[src/rtl/calc_pkg.sv]
// Shared constants, opcodes and FSM encoding for the calculator ALU stage.
package calc_pkg;

  localparam int unsigned NR_W  = 4;
  localparam int unsigned RES_W = 8;

  localparam logic [NR_W-1:0] OP_ADD = 4'b0001;
  localparam logic [NR_W-1:0] OP_SUB = 4'b0010;
  localparam logic [NR_W-1:0] OP_MUL = 4'b0011;
  localparam logic [NR_W-1:0] OP_DIV = 4'b0100;

  typedef enum logic [2:0] {
    ST_IDLE,
    ST_LOAD,
    ST_ITER,
    ST_FIX,
    ST_DONE
  } state_t;

endpackage

[src/rtl/calc_seq_muldiv.sv]
// Unsigned 4-iteration shift-add multiplier / restoring divider.
// Divide datapath present only when CALC_ALU_DIV_EN is defined.
module calc_seq_muldiv
  import calc_pkg::*;
(
  input  logic             clk,
  input  logic             rst,
  input  logic             load,
  input  logic             step,
  input  logic             mode,
  input  logic [NR_W-1:0]  a_mag,
  input  logic [NR_W-1:0]  b_mag,
`ifdef CALC_ALU_DIV_EN
  output logic [NR_W-1:0]  quotient,
  output logic [NR_W-1:0]  remainder,
`endif
  output logic [RES_W-1:0] product
);

  logic [RES_W-1:0] acc_q, acc_d, mcand_q, mcand_d;
  logic [NR_W-1:0]  mplier_q, mplier_d;

  always_comb begin
    acc_d    = acc_q;
    mcand_d  = mcand_q;
    mplier_d = mplier_q;
    if (load) begin
      acc_d    = '0;
      mcand_d  = {{(RES_W-NR_W){1'b0}}, a_mag};
      mplier_d = b_mag;
    end else if (step && !mode) begin
      if (mplier_q[0]) acc_d = acc_q + mcand_q;
      mcand_d  = mcand_q << 1;
      mplier_d = mplier_q >> 1;
    end
  end

  always_ff @(posedge clk or negedge rst) begin
    if (!rst) begin
      acc_q    <= '0;
      mcand_q  <= '0;
      mplier_q <= '0;
    end else begin
      acc_q    <= acc_d;
      mcand_q  <= mcand_d;
      mplier_q <= mplier_d;
    end
  end

  assign product = acc_q;

`ifdef CALC_ALU_DIV_EN
  logic [NR_W-1:0] pr_q, pr_d, q_q, q_d, dv_q, dv_d;
  logic [NR_W:0]   sh;

  // Partial remainder stays below the divisor (<=8), so after the subtract
  // the low 4 bits of the shifted value are exact.
  always_comb begin
    pr_d = pr_q;
    q_d  = q_q;
    dv_d = dv_q;
    sh   = {pr_q, q_q[NR_W-1]};
    if (load) begin
      pr_d = '0;
      q_d  = a_mag;
      dv_d = b_mag;
    end else if (step && mode) begin
      if (sh >= {1'b0, dv_q}) begin
        pr_d = sh[NR_W-1:0] - dv_q;
        q_d  = {q_q[NR_W-2:0], 1'b1};
      end else begin
        pr_d = sh[NR_W-1:0];
        q_d  = {q_q[NR_W-2:0], 1'b0};
      end
    end
  end

  always_ff @(posedge clk or negedge rst) begin
    if (!rst) begin
      pr_q <= '0;
      q_q  <= '0;
      dv_q <= '0;
    end else begin
      pr_q <= pr_d;
      q_q  <= q_d;
      dv_q <= dv_d;
    end
  end

  assign quotient  = q_q;
  assign remainder = pr_q;
`endif

endmodule

[src/rtl/calc_alu.sv]
// Sequential signed ADD/SUB/MUL/DIV stage with edge-triggered start.
// DIV support is enabled by defining CALC_ALU_DIV_EN.
module calc_alu
  import calc_pkg::*;
(
  input  logic             clk,
  input  logic             rst,
  input  logic [NR_W-1:0]  first_nr,
  input  logic [NR_W-1:0]  second_nr,
  input  logic [NR_W-1:0]  operation,
  input  logic             complement1_finish,
  output logic [RES_W-1:0] result,
  output logic [NR_W-1:0]  remainder,
  output logic             alu_error,
  output logic             alu_busy,
  output logic             alu_done
);

  state_t           state_q, state_d;
  logic             fin_q, start;
  logic [1:0]       cnt_q, cnt_d;
  logic [NR_W-1:0]  a_q, a_d, b_q, b_d, op_q, op_d;
  logic [RES_W-1:0] result_q, result_d;
  logic             err_q, err_d;
  logic             md_load, md_step, md_mode, neg;
  logic [NR_W-1:0]  a_mag, b_mag;
  logic [RES_W-1:0] a_ext, b_ext, product;

  assign start   = complement1_finish & ~fin_q;
  assign a_mag   = a_q[NR_W-1] ? (~a_q + 1'b1) : a_q;
  assign b_mag   = b_q[NR_W-1] ? (~b_q + 1'b1) : b_q;
  assign a_ext   = {{(RES_W-NR_W){a_q[NR_W-1]}}, a_q};
  assign b_ext   = {{(RES_W-NR_W){b_q[NR_W-1]}}, b_q};
  assign neg     = a_q[NR_W-1] ^ b_q[NR_W-1];
  assign md_mode = (op_q == OP_DIV);

`ifdef CALC_ALU_DIV_EN
  logic [NR_W-1:0] rem_q, rem_d, md_quot, md_rem;
`endif

  calc_seq_muldiv u_muldiv (
    .clk       (clk),
    .rst       (rst),
    .load      (md_load),
    .step      (md_step),
    .mode      (md_mode),
    .a_mag     (a_mag),
    .b_mag     (b_mag),
`ifdef CALC_ALU_DIV_EN
    .quotient  (md_quot),
    .remainder (md_rem),
`endif
    .product   (product)
  );

  always_comb begin
    state_d  = state_q;
    cnt_d    = cnt_q;
    a_d      = a_q;
    b_d      = b_q;
    op_d     = op_q;
    result_d = result_q;
    err_d    = err_q;
    md_load  = 1'b0;
    md_step  = 1'b0;
`ifdef CALC_ALU_DIV_EN
    rem_d    = rem_q;
`endif
    case (state_q)
      ST_IDLE: begin
        if (start) begin
          a_d     = first_nr;
          b_d     = second_nr;
          op_d    = operation;
          state_d = ST_LOAD;
        end
      end
      ST_LOAD: begin
        state_d = ST_DONE;
        case (op_q)
          OP_ADD: begin
            result_d = a_ext + b_ext;
            err_d    = 1'b0;
`ifdef CALC_ALU_DIV_EN
            rem_d    = '0;
`endif
          end
          OP_SUB: begin
            result_d = a_ext - b_ext;
            err_d    = 1'b0;
`ifdef CALC_ALU_DIV_EN
            rem_d    = '0;
`endif
          end
          OP_MUL: begin
            md_load = 1'b1;
            cnt_d   = '0;
            state_d = ST_ITER;
          end
`ifdef CALC_ALU_DIV_EN
          OP_DIV: begin
            if (b_q != '0) begin
              md_load = 1'b1;
              cnt_d   = '0;
              state_d = ST_ITER;
            end else begin
              result_d = '0;
              rem_d    = '0;
              err_d    = 1'b1;
            end
          end
`endif
          default: begin
            result_d = '0;
            err_d    = 1'b1;
`ifdef CALC_ALU_DIV_EN
            rem_d    = '0;
`endif
          end
        endcase
      end
      ST_ITER: begin
        md_step = 1'b1;
        cnt_d   = cnt_q + 2'd1;
        if (cnt_q == 2'd3) state_d = ST_FIX;
      end
      ST_FIX: begin
        err_d   = 1'b0;
        state_d = ST_DONE;
`ifdef CALC_ALU_DIV_EN
        if (op_q == OP_DIV) begin
          result_d = neg ? -{{(RES_W-NR_W){1'b0}}, md_quot}
                         :  {{(RES_W-NR_W){1'b0}}, md_quot};
          rem_d    = a_q[NR_W-1] ? -md_rem : md_rem;
        end else begin
          result_d = neg ? -product : product;
          rem_d    = '0;
        end
`else
        result_d = neg ? -product : product;
`endif
      end
      ST_DONE: state_d = ST_IDLE;
      default: state_d = ST_IDLE;
    endcase
  end

  always_ff @(posedge clk or negedge rst) begin
    if (!rst) begin
      state_q  <= ST_IDLE;
      fin_q    <= 1'b0;
      cnt_q    <= '0;
      a_q      <= '0;
      b_q      <= '0;
      op_q     <= '0;
      result_q <= '0;
      err_q    <= 1'b0;
    end else begin
      state_q  <= state_d;
      fin_q    <= complement1_finish;
      cnt_q    <= cnt_d;
      a_q      <= a_d;
      b_q      <= b_d;
      op_q     <= op_d;
      result_q <= result_d;
      err_q    <= err_d;
    end
  end

`ifdef CALC_ALU_DIV_EN
  always_ff @(posedge clk or negedge rst) begin
    if (!rst) rem_q <= '0;
    else      rem_q <= rem_d;
  end
  assign remainder = rem_q;
`else
  assign remainder = '0;
`endif

  assign result    = result_q;
  assign alu_error = err_q;
  assign alu_busy  = (state_q != ST_IDLE);
  assign alu_done  = (state_q == ST_DONE);

endmodule

[config.mk]
export PLATFORM = sky130hd
export DESIGN_NAME = calc_alu
export DESIGN_NICKNAME = d
export VERILOG_FILES = /design/src/rtl/calc_pkg.sv /design/src/rtl/calc_seq_muldiv.sv /design/src/rtl/calc_alu.sv
export SDC_FILE = /design/constraint.sdc
export NUM_CORES = 1
export LEC_CHECK = 0
export ABC_AREA = 1
export CAP_MARGIN = 20
export CORE_ASPECT_RATIO = 0.8
export CORE_MARGIN = 2
export CORE_UTILIZATION = 51
export DETAILED_ROUTE_END_ITERATION = 10
export PLACE_DENSITY = 0.72
export SLEW_MARGIN = 25
export SYNTH_ARGS = -nofsm -noshare
export SYNTH_HDL_FRONTEND = slang
export SYNTH_SLANG_ARGS = --single-unit
[constraint.sdc]
create_clock -name clk -period 2 [get_ports clk]
set_input_delay 0.4 -clock clk [delete_from_list [all_inputs] [get_ports clk]]
set_output_delay 0.4 -clock clk [all_outputs]
set_load 0.02 [all_outputs]
==> results.sh, run 1 <==
export IMPL_status="complete, but fails checks"
export IMPL_first_pass_iters=4
export IMPL_die_area_um2=6130
export IMPL_hold_worst_slack_ps=436
export IMPL_drive_above_1_share=0.148
export IMPL_power_mw=5.70
export IMPL_drc_errors=0
export IMPL_routed_wl_mm=6.40
export IMPL_fp_dieW_um=87.1
export IMPL_via_count=2509
export IMPL_grt_overflow=0
export IMPL_critical_path_class="flop to flop"
export IMPL_clock_latency_ps=300
export IMPL_syn_area_um2=2820
export IMPL_hold_viol_final=0
export IMPL_final_cell_mix="nand2_1 (63), dfrtp_1 (47), nor2_1 (42)"
export IMPL_endpoint_kind="flop"
export IMPL_cts_reportedPaths_clkPinSlew_ps=90
export IMPL_cts_htree_levels=2
export IMPL_synth_warnings=0
export IMPL_area_growth_pct=22.8
export IMPL_setup_viol=2
export IMPL_grt_max_degree=45
export IMPL_post_cts_repair_setup_buffers=0
export IMPL_startpoint_type="flop"
export IMPL_slowest_delay_ps=420
export IMPL_ys_ff_latch=47
export IMPL_maxSlewViolCount=0
export IMPL_tns_ps=-65.8
export IMPL_avgViaCountPerCell=5.33
export IMPL_dp_hpwl_mm=4.91
export IMPL_crit_required_ps=2200
export IMPL_violations="setup timing"
export IMPL_drt_iter0_drc=66
export IMPL_leakagePower_nw=1.71
export IMPL_io_buffers=25
export IMPL_grt_setup_unrepaired="true"
export IMPL_final_common_cell="nand2_1"
export IMPL_core_area_um2=5380
export IMPL_vdd_ir_drop_max_v=0.000755
export IMPL_synth_cell_types=34
export IMPL_yosysTopAreaCellShare=0.418
export IMPL_dieHeight_um=70.5
export IMPL_initial_core_util=0.524
export IMPL_slowest_stage="dfrtp_1"
export IMPL_tritoncts="built"
export IMPL_fin_skew_ps=9.33
export IMPL_p_per_area_nw_per_um2=1650
export IMPL_fmax_mhz=488
export IMPL_cp_arrival_ps=2240
export IMPL_antenna_left=0
export IMPL_maxCapViolCount=0
export IMPL_num_antenna_cells=0
export IMPL_antenna_found_initial=0
export IMPL_yosysSeqAreaShare=0.418
export IMPL_wire_per_inst_um=13.6
export IMPL_period_needed_ps=2050
export IMPL_stdcell_area_um2=3460
export IMPL_grt_usage=0.223
export IMPL_grt_pass1_wl_mm=10.7
export IMPL_root_buffer="clkbuf_8"
export IMPL_period_share=1.02
export IMPL_crit_top_cell="nand2_1"
export IMPL_grt_pass1_vias=2370
export IMPL_cp_max_fo=4
export IMPL_placed_area_um2=3260
export IMPL_synthTopCellsByArea="dfrtp_1 (42%), nand2_1 (8.8%), ha_1 (7.1%)"
export IMPL_min_delay_path_class="primary input to asynchronous set/reset pin"
export IMPL_synth_cells=359
export IMPL_setup_ws_ps=-47.2
export IMPL_synth_area_leader_cell="dfrtp_1"
export IMPL_fin_nets=438
export IMPL_gp_congestion=0.876
export IMPL_crit_chain="nor3_2 -> ha_1 -> nand2_1 -> nand2_2 -> ha_4 -> nand3_2 -> nand3_1 -> nand2_1 -> nand2_1 -> nand2_1 -> nand2_2 -> nand2_1 -> nand2_1 -> nand2_1"
export IMPL_synth_avg_cell_area_um2=7.84
export IMPL_cts_sinks=47
export IMPL_clockBufferDepth=2
export IMPL_io_pins=30
export IMPL_num_rows=24
export IMPL_cts_buffers=5
-- per-stage QoR --
stage               setup slack [ps]  cells  utilization
floorplan                       9.71    362            -
global placement               -88.6    462        0.607
detailed placement              -199    462        0.607
CTS                            -6.86    471        0.639
global route                    -159    471        0.643
finish                         -47.2    471        0.643
-- area by class of cell --
cell class              count  area (um2)
repair buffers             47         423
fillers                   470        1920
flip-flops and latches     47        1180
well taps                  65        81.3
clock buffers               7        96.3
inverters                  44         165
clock inverters             1        7.51
multi-input cells         260        1510
-- logic make-up (layout without fill, tap and decap cells) --
kind of cell	Yosys count	in the layout	synth area share
xor gates and xnor gates	7	7	0.0218
other	1	4	0.00133
buffers and inverters	55	99	0.0822
and+or+nand+nor	165	165	0.260
muxes	1	1	0.00400
adders and majority gates	18	18	0.0853
DFF	47	47	0.418
AOI/OAI and AO/OA	65	65	0.128
-- timing repair --
action | CTS | global route
pin swaps | 4 | 3
endpoints found under the hold margin | 3 | 0
endpoints found under the setup margin | 8 | 5
hold buffers | 1 | 0
gates resized for setup | 15 | 4
-- registers in the layout, summed over array words and instances (netlist names), 3 cells and up --
signal / cells
result: 8
u_muldiv.mcand_q: 8
u_muldiv.product: 8
a_q: 4
b_q: 4
op_q: 4
u_muldiv.mplier_q: 4
state_q: 3
-- critical path, delay by kind of cell, from the launching register on --
kind                       cells  cell delay, ps
adders and majority gates      2             550
DFF                            1             420
and+or+nand+nor               12             970
-- synth_stat cells --
cell      count
nand2_2       1
dfrtp_1      47
inv_1        40
clkbuf_1      1
nor3_4        1
nand3_1      33
a21o_1        1
a32o_1        1
o21ai_0      22
xnor2_1       3
nor3_1        9
conb_1        1
xor2_1        4
nand2_4       2
ha_1         16
nand2_1      66
inv_2         4
a21oi_1      28
nand4_1       4
nand3b_1      2
fa_1          2
o31ai_1       2
mux2_2        1
a31oi_1       2
nor2_1       44
nor3_2        1
o21a_1        1
o211ai_1      1
a211oi_2      1
buf_2         5
o22ai_1       6
nor2_2        1
or2_2         1
buf_4         5
-- final timing paths --
check                      startpoint  slack [ps]                   to  cells past startpoint
setup reg to reg               b_q[0]         -50            result[7]                     14
setup / recovery               b_q[0]         -50            result[7]                     14
min in group clk             cnt_q[0]         510             cnt_q[0]                      1
max in group asynchronous         rst        1140  u_muldiv.mcand_q[0]                      3
hold reg to reg              cnt_q[0]         510             cnt_q[0]                      1
hold / removal                    rst         440  u_muldiv.product[5]                      2
-- power breakdown --
| part | switching [mW] | internal [mW] | total, mW |
|---|---|---|---|
| logic | 1.90 | 1.49 | 3.39 |
| clock network | 0.316 | 0.315 | 0.630 |
| registers | 0.334 | 1.34 | 1.67 |
-- routing by layer --
layer,wire length (um),track usage,vias to the layer above
li1,-,-,1268
met4,108,0.0747,0
met5,0,0,-
met3,218,0.0378,10
met1,3120,0.314,1173
met2,2950,0.348,58
No activity file was read; power rests on OpenSTA's default activity.
==> run 2: changes to the inputs <==
--- a/config.mk
+++ b/config.mk
@@ -16,3 +16,4 @@
 export SYNTH_ARGS = -nofsm -noshare
 export SYNTH_HDL_FRONTEND = slang
 export SYNTH_SLANG_ARGS = --single-unit
+export TNS_END_PERCENT = 50
==> run 2 against run 1 <==
Clock skew about the same. Clock power about the same. Register-to-register slack about the same. Wire length is essentially flat. The flow still finishes with violations (setup timing). Sequential power about the same. Clock-buffer cell count stayed put. Die area unchanged. Sequential cell count stayed put. Global-route usage did not move.
==> results.sh, run 2 (same netlist as run 1, synthesis figures left out) <==
export IMPL_cts_htree_levels=2
export IMPL_via_count=2516
export IMPL_vdd_ir_drop_max_v=0.000755
export IMPL_final_cell_mix="nand2_1 (63), dfrtp_1 (47), nor2_1 (42)"
export IMPL_drc_errors=0
export IMPL_crit_buf_inv=0
export IMPL_clockBufferDepth=2
export IMPL_grt_pass1_wl_mm=10.7
export IMPL_grt_pass1_vias=2370
export IMPL_maxCapViolCount=0
export IMPL_crit_chain="nor3_2 -> ha_1 -> nand2_1 -> nand2_2 -> ha_4 -> nand3_2 -> nand3_1 -> nand2_1 -> nand2_1 -> nand2_1 -> nand2_2 -> nand2_1 -> nand2_1 -> nand2_1"
export IMPL_p_int_mw=3.15
export IMPL_dp_hpwl_mm=4.91
export IMPL_crit_top_cell="nand2_1"
export IMPL_gp_congestion=0.876
export IMPL_p_seq_frac=0.294
export IMPL_fillers=470
export IMPL_routed_wl_mm=6.40
export IMPL_cp_max_fo=4
export IMPL_period_needed_ps=2050
export IMPL_first_pass_iters=4
export IMPL_endpoint_kind="flop"
export IMPL_root_buffer="clkbuf_8"
export IMPL_num_rows=24
export IMPL_fin_skew_ps=9.34
export IMPL_wire_per_inst_um=13.6
export IMPL_grt_overflow=0
export IMPL_setup_viol=2
export IMPL_fmax_mhz=488
export IMPL_fp_dieW_um=87.1
export IMPL_leakagePower_nw=1.71
export IMPL_min_delay_path_class="primary input to asynchronous set/reset pin"
export IMPL_stdcell_area_um2=3460
export IMPL_power_mw=5.70
export IMPL_p_per_area_nw_per_um2=1650
export IMPL_hold_viol_final=0
export IMPL_fin_nets=438
export IMPL_crit_family="simple AND/OR/NAND/NOR gates"
export IMPL_maxSlewViolCount=0
export IMPL_io_buffers=25
export IMPL_tns_ps=-66.3
export IMPL_slowest_stage="dfrtp_1"
export IMPL_p_clk_frac=0.111
export IMPL_clock_latency_ps=300
export IMPL_cp_arrival_ps=2240
export IMPL_setup_ws_ps=-47.3
export IMPL_dieHeight_um=70.5
export IMPL_cts_sinks=47
export IMPL_r2r_setup_slack_ps=-50
export IMPL_num_antenna_cells=0
export IMPL_tritoncts="built"
export IMPL_slowest_delay_ps=420
export IMPL_startpoint_type="flop"
export IMPL_die_area_um2=6130
export IMPL_placed_area_um2=3260
export IMPL_io_pins=30
export IMPL_dp_cells=462
export IMPL_grt_max_degree=45
export IMPL_antenna_found_initial=0
export IMPL_crit_required_ps=2200
export IMPL_power_switching_mw=2.55
export IMPL_combPwrFrac=0.595
export IMPL_drive_above_1_share=0.148
export IMPL_antenna_left=0
export IMPL_final_cells=471
export IMPL_period_share=1.02
export IMPL_final_common_cell="nand2_1"
export IMPL_avgViaCountPerCell=5.34
export IMPL_critical_path_class="flop to flop"
export IMPL_area_growth_pct=22.8
export IMPL_switching_share=0.447
export IMPL_cts_reportedPaths_clkPinSlew_ps=90
export IMPL_grt_setup_unrepaired="true"
export IMPL_drt_iter0_drc=83
export IMPL_grt_usage=0.223
export IMPL_violations="setup timing"
export IMPL_status="complete, but fails checks"
export IMPL_core_area_um2=5380
export IMPL_initial_core_util=0.524
export IMPL_cts_buffers=5
-- run 2: through the flow --
step	worst slack [ps]	hold WS, ps	utilization
6_report	-47.3	436	0.643
5_1_grt	-159	450	0.643
4_1_cts	-6.86	429	0.639
3_5_place_dp	-199	217	0.607
3_3_place_gp	-88.6	216	0.607
2_1_floorplan	9.71	104	-
-- run 2: path summary, 6_finish.rpt --
path / cells after the start / start / end
max: 14 / b_q[0] / result[7]
min: 2 / rst / u_muldiv.product[5]
max reg2reg: 14 / b_q[0] / result[7]
min reg2reg: 1 / cnt_q[0] / cnt_q[0]
max in group asynchronous: 3 / rst / u_muldiv.mcand_q[0]
min in group clk: 1 / cnt_q[0] / cnt_q[0]
-- run 2: layout make-up --
type	instances	area [um2]	share of cell area
clock inverters	1	7.51	0.00217
repair buffers	47	423	0.122
well taps	65	81.3	0.0235
inverters	44	165	0.0478
flip-flops and latches	47	1180	0.340
clock buffers	7	96.3	0.0279
multi-input cells	260	1510	0.436
-- run 2: power groups by stage --
stage | Sequential, mW | Combinational, mW | Clock, mW
2_1_floorplan | 1.72 | 2.00 | 0
3_3_place_gp | 1.65 | 3.02 | 0
3_5_place_dp | 1.67 | 3.11 | 0
4_1_cts | 1.67 | 3.25 | 0.643
5_1_grt | 1.73 | 3.79 | 0.675
6_report | 1.67 | 3.39 | 0.631
-- run 2: worst register-to-register path, stage by stage, from the launching register on --
cell and delay [ps]:
dfrtp_1 420, nor3_2 190, ha_1 250, nand2_1 80, nand2_2 70, ha_4 300, nand3_2 100, nand3_1 120
nand2_1 60, nand2_1 50, nand2_1 50, nand2_2 90, nand2_1 60, nand2_1 50, nand2_1 60
-- run 2: repair_timing --
item / 4_1_cts / 5_1_grt
resized for setup: 15 / 4
endpoints found under the hold margin: 3 / 0
pin swaps: 4 / 3
setup endpoints to repair: 8 / 5
setup buffers: 0 / 0
hold buffers: 1 / 0
-- run 2: layer usage --
layer,share of wire,GRT usage,up-vias
met1,0.48,0.314,1180
met5,0,0,-
met4,0.017,0.0747,0
li1,-,-,1267
met3,0.035,0.0378,10
met2,0.46,0.348,59
==> run 3: changes to the inputs <==
--- a/config.mk
+++ b/config.mk
@@ -9,9 +9,9 @@
 export CAP_MARGIN = 20
 export CORE_ASPECT_RATIO = 0.8
 export CORE_MARGIN = 2
-export CORE_UTILIZATION = 51
+export CORE_UTILIZATION = 45
 export DETAILED_ROUTE_END_ITERATION = 10
-export PLACE_DENSITY = 0.72
+export PLACE_DENSITY = 0.64
 export SLEW_MARGIN = 25
 export SYNTH_ARGS = -nofsm -noshare
 export SYNTH_HDL_FRONTEND = slang
==> run 3 against run 2 <==
Clock power is 7.3% lower. Power increased by 2.1%. Critical path type unchanged. Global-route usage is 2.3 points lower. Sequential cell count unchanged. First-iteration DRC count is 140% higher. Via count down 1.6%. Register-to-register slack hardly changed. The flow still finishes with violations (setup timing). Non-clock buffer count up 4. Largest power group unchanged. Cell count is 4.0% higher. Setup slack lost 13 ps. Clock skew is 0.87 ps lower. Final area increased by 1.3%.
==> results.sh, run 3 (same netlist as run 1, synthesis figures left out) <==
export IMPL_status="complete, but fails checks"
export IMPL_violations="setup timing"
export IMPL_drt_iter0_drc=203
export IMPL_period_share=1.03
export IMPL_final_cell_mix="nand2_1 (60), dfrtp_1 (47), nor2_1 (41)"
export IMPL_tightest_slew_ps=604
export IMPL_core_area_um2=5970
export IMPL_maxSlewViolCount=0
export IMPL_vdd_ir_drop_max_v=0.000769
export IMPL_initial_core_util=0.471
export IMPL_fin_skew_ps=8.47
export IMPL_period_needed_ps=2060
export IMPL_cp_arrival_ps=2260
export IMPL_fin_nets=442
export IMPL_antenna_left=0
export IMPL_first_pass_iters=4
export IMPL_die_area_um2=6910
export IMPL_dpl_worst_slack_ps=-178
export IMPL_fmax_mhz=485
export IMPL_maxCapViolCount=0
export IMPL_grt_pass1_vias=2301
export IMPL_cts_sinks=47
export IMPL_cp_max_fo=4
export IMPL_grt_max_degree=48
export IMPL_setup_viol=3
export IMPL_r2r_setup_slack_ps=-60
export IMPL_io_buffers=25
export IMPL_io_pins=30
export IMPL_met1_usage=0.296
export IMPL_wire_per_inst_um=13.2
export IMPL_critical_path_class="flop to flop"
export IMPL_area_growth_pct=24.4
export IMPL_hold_worst_slack_ps=197
export IMPL_power_mw=5.81
export IMPL_relSlewSlack=0.597
export IMPL_gp_congestion=0.825
export IMPL_use_met2=0.307
export IMPL_hold_viol_final=0
export IMPL_root_buffer="clkbuf_8"
export IMPL_p_per_area_nw_per_um2=1660
export IMPL_holdBufCountCts=0
export IMPL_cts_buffers=5
export IMPL_slowest_delay_ps=410
export IMPL_cts_htree_levels=2
export IMPL_startpoint_type="flop"
export IMPL_regToRegEndpoint="result[7]"
export IMPL_avgViaCountPerCell=5.05
export IMPL_post_route_util=0.586
export IMPL_grt_pass1_wl_mm=10.8
export IMPL_dp_hpwl_mm=4.85
export IMPL_grt_usage=0.200
export IMPL_r2r_cells=15
export IMPL_final_common_cell="nand2_1"
export IMPL_routed_wl_mm=6.46
export IMPL_grt_use_met3=0.0430
export IMPL_fillers=549
export IMPL_r2r_start="b_q[1]"
export IMPL_drive_above_1_share=0.171
export IMPL_crit_top_cell="nand2_1"
export IMPL_crit_chain="nor3_2 -> ha_1 -> nand2_1 -> nand2_2 -> ha_4 -> a21oi_4 -> nand2_2 -> nand2_2 -> nand2_1 -> nand2_1 -> nand2_1 -> nand2_2 -> nand2_1 -> nand2_1 -> nand2_1"
export IMPL_clock_latency_ps=290
export IMPL_leakagePower_nw=1.73
export IMPL_dieHeight_um=74.7
export IMPL_top_usage_layer="met2"
export IMPL_setup_ws_ps=-59.9
export IMPL_clockBufferDepth=2
export IMPL_slowest_stage="dfrtp_1"
export IMPL_antenna_found_initial=0
export IMPL_via_count=2476
export IMPL_cts_reportedPaths_clkPinSlew_ps=90
export IMPL_crit_required_ps=2200
export IMPL_endpoint_kind="flop"
export IMPL_grt_overflow=0
export IMPL_tritoncts="built"
export IMPL_num_antenna_cells=0
export IMPL_grt_setup_unrepaired="true"
export IMPL_num_rows=25
export IMPL_drc_errors=0
export IMPL_fp_dieW_um=92.4
export IMPL_min_delay_path_class="primary input to asynchronous set/reset pin"
run 3: repair_timing:
item	4_1_cts	5_1_grt
gates cloned	0	0
resized for setup	11	17
buffers inserted	1	0
setup endpoints to repair	7	6
pin swaps	4	6
run 3: where the power goes:
group	leakage (nW)	internal, mW	total, mW	switching [mW]
combinational	1.10	1.59	3.56	1.98
clock	0.0470	0.272	0.585	0.313
sequential	0.579	1.34	1.67	0.326
run 3: final cells by class:
cell class              count  area, um2  share of cell area
multi-input cells         260       1530               0.438
well taps                  81        101              0.0289
flip-flops and latches     47       1180               0.336
clock inverters             1       5.00             0.00143
repair buffers             51        438               0.125
inverters                  44        165              0.0472
clock buffers               6       82.6              0.0236
run 3: layer usage:
| metal | vias up | wire, um |
|---|---|---|
| met2 | 43 | 2890 |
| met3 | 6 | 288 |
| li1 | 1280 | - |
| met5 | - | 0 |
| met1 | 1147 | 3230 |
| met4 | 0 | 53 |
run 3: worst max path at each step:
stage	startpoint	end	slack, ps	cells past startpoint
after floorplan	b_q[0]	result[7]	10	15
after global placement	b_q[0]	result[7]	-90	15
after detailed placement	b_q[0]	result[7]	-180	15
after CTS	b_q[0]	result[7]	-20	15
after global routing	b_q[0]	result[7]	-170	15
final	b_q[1]	result[7]	-60	15
run 3: worst max-delay path: cells and delay by family (launching register included):
kind | cells | cell delay (ps)
DFF | 1 | 410
and+or+nand+nor | 12 | 890
AOI/OAI and AO/OA | 1 | 160
adders and majority gates | 2 | 490
run 3: stage by stage:
step                      TNS, ps  instances  instance area [um2]
after global routing         -525        490                 3500
final                       -88.9        490                 3500
after detailed placement     -594        482                 3300
after floorplan                 0        362                 2830
after CTS                   -18.0        490                 3420
after global placement       -203        482                 3300
==> edit: new RTL, config.mk and constraints of run 3 <==
The option `CALC_ALU_DIV_EN` is turned on by a define.
--- a/src/rtl/calc_seq_muldiv.sv
+++ b/src/rtl/calc_seq_muldiv.sv
@@ -1,5 +1,7 @@
 // Unsigned 4-iteration shift-add multiplier / restoring divider.
 // Divide datapath present only when CALC_ALU_DIV_EN is defined.
+`define CALC_ALU_DIV_EN
+
 module calc_seq_muldiv
   import calc_pkg::*;
 (
Check against the original RTL: not equivalent (a bounded check fails within 4 cycles, from zero or initial values and one cycle with rst low).
==> edit against run 3 <==
  * The flow still finishes with violations (setup timing)
  * Routed wire length up 39%
  * Worst setup slack better by 0.0082 ns
  * Sequential cell count up 16
  * Clock skew down 0.0030 ns
  * Area after synthesis up 34%
  * Cell area up 32%
  * Synthesized cell count up 34%
  * Power up 28%
  * Clock power up 83%
==> edit: results <==
[status]
status = complete, but fails checks
violations = setup timing

[critical_path]
cp.arrival_ns = 2.32
critical_path_depth = 14
r2r-start = b_q[0]
r2r-end = result[5]

[yosys]
syn-num-nets = 521
syn_inst = 480
yosysSeqAreaShare_pct = 41.7
yosys-top-cells-area = dfrtp_1, nand2_1, ha_1
synth_adder_area_share_pct = 9.19
synth-xor-area-share_pct = 3.01
synthMuxAreaShare_pct = 0.893
synth_compound_gate_area_share_pct = 15.1
ys_top_cells_by_count = nand2_1, dfrtp_1, inv_1

[global_route]
grt_pass1_vias = 3283
use_met3_pct = 5.02
grt_use_met1_pct = 32.0
track_usage_pct = 22.1
grt_start_max_net_pins = 34
grt_pass1_wl_mm = 15.8
met2_usage_pct = 34.1

[place]
port_buffers = 29
place_area_um2 = 4350
dpl.hpwl_mm = 7.05
gp_congestion = 0.921
dp.cells = 631
dp_worst_setup_slack_ns = -0.183

[pwr]
ir_worst_vdd_uv = 941
p_leak_nw = 2.30

[min_path]
hp-class = reg2reg

[timing]
fin_setup_tns_ns = -0.232
finalSetupViolations = 5
holdWs_ns = 0.476
fin_skew_ns = 0.00546
tightest_slew_ns = 0.400
setup_ws_ns = -0.0517

[final_layout]
final_cells = 646
n_fill_cell = 768
final_nets = 577
n_antenna_cell = 0
drive_above_1_share_pct = 14.7

[clock_tree]
clk_latency_ns = 0.34
clkTransAtPathRegs_ns = 0.06
cts_buffers = 9

[detailed_routing]
first_iter_violations = 136
avgRoutedWirePerCell_um = 13.9
vias_per_cell = 5.17
## edit: cell types whose count changed in the layout (fill, tap and decap cells not counted), moves of 5 or more
| cell | before | now |
|---|---|---|
| inv_1 | 38 | 52 |
| dfrtp_1 | 47 | 63 |
| clkbuf_8 | 6 | 11 |
| o21ai_0 | 20 | 46 |
| ha_1 | 13 | 21 |
| nand2_1 | 60 | 102 |
## edit: layer usage
metal,part of all wire [%],vias to the layer above
li1,-,1702
met1,50,1567
met2,45,60
met3,4.0,8
met4,0.66,0
met5,0,-
## edit: kinds of logic after synthesis
group | count (synthesis)
mux | 3
flops | 63
buf+inv | 71
compound gates | 104
fa+ha+maj | 26
simple gates | 200
xor+xnor | 13
## edit: worst reg2reg max path: cells and delay by family (launching register included)
kind,cells,cell delay (ns)
DFF,1,0.40
and+or+nand+nor,7,0.58
AOI/OAI and AO/OA,2,0.19
xor gates and xnor gates,1,0.17
buffers and inverters,2,0.12
adders and majority gates,2,0.53
## edit: power by group
part           switching, W  internal (W)  total (W)
logic               0.00246       0.00182    0.00428
registers          0.000356       0.00171    0.00207
clock network      0.000451      0.000624    0.00107
total               0.00327       0.00415    0.00742
## edit: final cells by class
cell class / instances / area, um2 / share of cell area [%]
Clock buffer: 12 / 155 / 3.35
Clock inverter: 1 / 30.0 / 0.648
Inverter: 62 / 233 / 5.02
Multi-Input combinational cell: 346 / 2020 / 43.5
Sequential cell: 63 / 1580 / 34.0
Tap cell: 108 / 135 / 2.92
Timing Repair Buffer: 54 / 485 / 10.5
## edit: timing repair
item / in CTS / in global routing
gates resized for setup: 16 / 9
setup buffers: 1 / 0
hold endpoints to repair: 15 / 0
hold buffers: 1 / 0
gates cloned: 0 / 0
pin swaps: 9 / 4
setup endpoints to repair: 7 / 12
